**config.mk**
```make
export PLATFORM = sky130hd
export DESIGN_NAME = handshake_constant_arbiter
export DESIGN_NICKNAME = d
export VERILOG_FILES = /design/src/rtl/handshake_constant_arbiter.sv
export SDC_FILE = /design/constraint.sdc
export NUM_CORES = 1
export LEC_CHECK = 0
export BUFFER_PORTS_ARGS = -buffer_cell sky130_fd_sc_hd__buf_2
export CAP_MARGIN = 10
export CORE_MARGIN = 2
export CORE_UTILIZATION = 39
export CTS_CLUSTER_SIZE = 10
export DETAILED_ROUTE_END_ITERATION = 8
export GPL_ROUTABILITY_DRIVEN = 1
export PLACE_DENSITY = 0.83
export SLEW_MARGIN = 10
export SYNTH_ARGS = -nofsm -noshare
export SYNTH_HDL_FRONTEND = slang
export SYNTH_SLANG_ARGS = --single-unit
```
**constraint.sdc**
```tcl
create_clock -name clk -period 1.9 [get_ports clk]
set_input_delay 0.095 -clock clk [delete_from_list [all_inputs] [get_ports clk]]
set_output_delay 0.095 -clock clk [all_outputs]
set_load 0.1 [all_outputs]
```
**src/rtl/handshake_constant_arbiter.sv**
```systemverilog
// Round-robin arbiter sharing one constant source among N_INPUTS token-only channels.
// The winner's index and a valid flag are held in a one-entry output register.
module handshake_constant_arbiter #(
  parameter int          N_INPUTS    = 4,
  parameter int          DATA_WIDTH  = 32,
  parameter int unsigned CONST_VALUE = 30
) (
  input  logic                  clk,
  input  logic                  rst,
  input  logic [N_INPUTS-1:0]   ins_valid,
  output logic [N_INPUTS-1:0]   ins_ready,
  output logic [DATA_WIDTH-1:0] outs,
  output logic [((N_INPUTS > 1) ? $clog2(N_INPUTS) : 1)-1:0] outs_index,
  output logic                  outs_valid,
  input  logic                  outs_ready
);

  localparam int INDEX_WIDTH = (N_INPUTS > 1) ? $clog2(N_INPUTS) : 1;
  localparam logic [INDEX_WIDTH-1:0] LAST_INDEX = INDEX_WIDTH'(N_INPUTS - 1);

  logic                   full;
  logic [INDEX_WIDTH-1:0] ptr;
  logic [INDEX_WIDTH-1:0] idx_q;
  logic [INDEX_WIDTH-1:0] grant_idx;
  logic                   any_valid;
  logic                   load_en;
  logic                   transfer;

  assign any_valid = |ins_valid;
  assign load_en   = !full || outs_ready;
  assign transfer  = load_en && any_valid;

  // Scan requesters starting at ptr and wrapping; the first valid one wins.
  always_comb begin
    int cand;
    logic found;
    // NOTE: every combinational output gets a default before any conditional
    // assignment, so no path leaves it unassigned and no latch is inferred.
    grant_idx = '0;
    found     = 1'b0;
    cand      = 0;
    for (int k = 0; k < N_INPUTS; k++) begin
      cand = int'(ptr) + k;
      if (cand >= N_INPUTS) cand = cand - N_INPUTS;
      if (!found && ins_valid[cand]) begin
        found     = 1'b1;
        grant_idx = INDEX_WIDTH'(cand);
      end
    end
  end

  always_comb begin
    ins_ready = '0;
    if (transfer && !rst) ins_ready[grant_idx] = 1'b1;
  end

  // NOTE: state registers use non-blocking assignments so every flop samples
  // the pre-edge values, independent of statement order.
  always_ff @(posedge clk) begin
    if (rst) begin
      full  <= 1'b0;
      ptr   <= '0;
      idx_q <= '0;
    end else if (transfer) begin
      full  <= 1'b1;
      idx_q <= grant_idx;
      ptr   <= (grant_idx == LAST_INDEX) ? '0 : grant_idx + 1'b1;
    end else if (outs_ready) begin
      full <= 1'b0;
    end
  end

  assign outs       = DATA_WIDTH'(CONST_VALUE);
  assign outs_valid = full;
  assign outs_index = idx_q;

endmodule

```
==> summary.txt <==
Run status
  – Status: completed

Die
  – I/O Pins: 46
  – Rows: 14
  – Die area: 1960 um2
  – Die X: 44.3 um
  – Core ar.: 1510 um2
  – Die height: 44.3 um
  – Starting Density: 41.9%

Synth
  – Ys Warns: 0
  – Largest area contributor in the netlist: buf_4
  – Synthesized flop and latch total: 5
  – Sequential fraction of the synthesis area: between 10% and 20%
  – Avg Cell Area, Syn: between 8 and 9 um2
  – Synth top area cells: buf_4 38%, dfxtp_1 16%, ha_1 7.9%
  – Synthesized instance count: 75
  – Yosys cell types: 24
  – Netlist Area Pre-Place: 632 um2
  – Area share of the largest cell type after synthesis: approximately two fifths

Power
  – Clock power frac: 16.4%
  – Pwr Total: 783 uW
  – Sw Share: a little under two thirds
  – Switching pwr: 496 uW
  – Sequential power share: roughly 17%
  – PD cells: 1110 nW/um2
  – Pint: 286 uW
  – Combinational Power Share: about two thirds
  – Peak supply drop: around 0.41 mV
  – Leakage: roughly 0.37 nW

Placement
  – Place WS: 0.118 ns
  – Final Wtd Congestion: 0.691
  – Port bufs: 13
  – Placed insts: 102

Flow run
  – Max Cap Violations: 0

Drt
  – Routed via count: 447
  – Drt drc: 0
  – Total Wirelength: between 900 and 1000 um
  – Post-route ant nets: 0
  – Initial DRC count: 13
  – Wirelength per Cell: around 9 um
  – Drt pass-1 iters: 2
  – Drt via density: 4.10

Setup path
  – Crit-path max FO: 4
  – Crit. End Element: output port
  – Arr. time, crit path: 1.74 ns
  – CP max stage delay: ~0.31 ns
  – Setup crit start kind: register
  – CP required: 1.80 ns
  – CP max stage cell: dfxtp_2
  – Setup CP Type: reg2out
  – Cell Chain, Critical Path: and2b_2, nor3b_2, o22a_2, buf_4, ha_1, and2_2, buf_12

Clock network
  – H-tree Lvls: 1
  – # clock sinks: 5
  – Hold buffers post-CTS: 0
  – Root Driver: clkbuf_4
  – Num CTS Buffers: 3
  – Reg clk slew, reported paths: 0.04 ns
  – CTS max path bufs: 2
  – Clk Latency, worst-skew pair: 0.25 ns
  – CTS tree: built

Cells and area
  – Share of post-route cells with drive strength above 1: 37.6%
  – Area growth syn-to-layout: 11.7%
  – Commonest non-fill, non-tap cell in the layout: conb_1
  – Nets: 105
  – Fillers: 160
  – Finished Layout Cells: 109
  – Most frequent cells in the layout: 32 x conb_1, 9 x buf_2, 4 x and2_2, 4 x ha_1
  – Ant diodes: 0

Hold path
  – Worst min-delay path class: in2reg

STA
  – Tcrit/Tclk final: between 90% and 100%
  – Crit path setup slack, layout: 0.0602 ns
  – Final min period: 1.84 ns
  – Setup Skew: between 0.0003 and 0.0004 ns
  – Hold slack: about 0.088 ns
  – Fin. max-slew vios: 0
  – Final Setup Violations: 0
  – Fin. Hold Viols: 0
  – Achievable frequency: 544 MHz

GRT
  – Total GRT Usage: 9.94%
  – Initial antenna violation count: 0
  – Remaining Overflow, GRT: 0
  – First-pass GRT wire length: 1390 um
  – Vias in the first global route: 349
  – Largest net degree at the start of global routing: 7
[worst max-delay path: cells and delay by family (launching register included)]
| family | cells | cell delay [ns] |
|---|---|---|
| buffers and inverters | 2 | 0.31 |
| AND/OR/NAND/NOR | 3 | 0.48 |
| AO/OA/AOI/OAI | 1 | 0.20 |
| flip-flops | 1 | 0.31 |
| adder cells (fa/ha/maj) | 1 | 0.18 |
[power groups by stage]
stage / Sequential, mW / Clock (mW) / Combinational [mW]
after detailed placement: 0.130 / 0 / 0.493
after CTS: 0.129 / 0.135 / 0.512
after global routing: 0.133 / 0.138 / 0.542
after global placement: 0.128 / 0 / 0.487
final: 0.131 / 0.128 / 0.524
after floorplan: 0.172 / 0 / 0.451
[cell families after synthesis]
family | share of synthesized area, %
compound gates | 10.7
fa+ha+maj | 7.92
buf+inv | 39.8
flops | 15.8
other cells | 1.19
simple gates | 24.6
[layout make-up]
class | instances | area [um2] | area share [%]
Tap cell | 16 | 20.0 | 2.84
Timing Repair Buffer | 16 | 130 | 18.4
Clock buffer | 4 | 26.3 | 3.72
Sequential cell | 5 | 103 | 14.5
Multi-Input combinational cell | 65 | 415 | 58.9
Inverter | 3 | 11.3 | 1.60
[final timing paths]
path / from / to / slack [ns] / depth (start not counted)
min reg2reg: outs_index[1] / outs_index[1] / 0.49 / 2
min: rst / ptr[0] / 0.09 / 2
max reg2reg: ptr[0] / ptr[1] / 0.41 / 7
max: ptr[0] / ins_ready[1] / 0.06 / 7
[state kept, by name, indices dropped and copies added (netlist names)]
signal	count
outs_valid	1
ptr	2
outs_index	2
[per-stage QoR]
step / cell area [um2] / utilization [%] / TNS (ns)
after floorplan: 749 / - / 0
after global placement: 624 / 41.4 / 0
after detailed placement: 624 / 41.4 / 0
after CTS: 682 / 45.3 / 0
after global routing: 706 / 46.8 / -0.000645
final: 706 / 46.8 / 0
[synthesized netlist by cell type]
cell type  instances
nand2_1            1
nor4_4             1
nand2b_1           2
and2b_1            3
nor3b_2            1
o32ai_2            1
dfxtp_1            5
and2_1             4
nor2_2             1
buf_4             32
ha_1               4
o21ai_0            1
nor2_1             3
nor3_2             1
inv_1              3
nor2b_2            1
o22a_2             1
a21oi_1            2
nor3b_1            2
o22ai_1            1
a21o_1             1
a211oi_2           1
nor2b_1            1
conb_1             2
[layer usage]
metal  wire (um)  global-route usage (%)  vias up
li1            -                       -      212
met2         449                    15.6       36
met3         140                    2.86        2
met4          21                    9.09        0
met1         351                    10.7      197
met5           0                       0        -
[timing repair]
item,4_1_cts,5_1_grt
endpoints found under the setup margin,2,4
buffers inserted,1,2
gates cloned,0,0
gates resized for setup,5,4
pin swaps,2,3
Note: power is estimated with default switching activity, not from simulation.
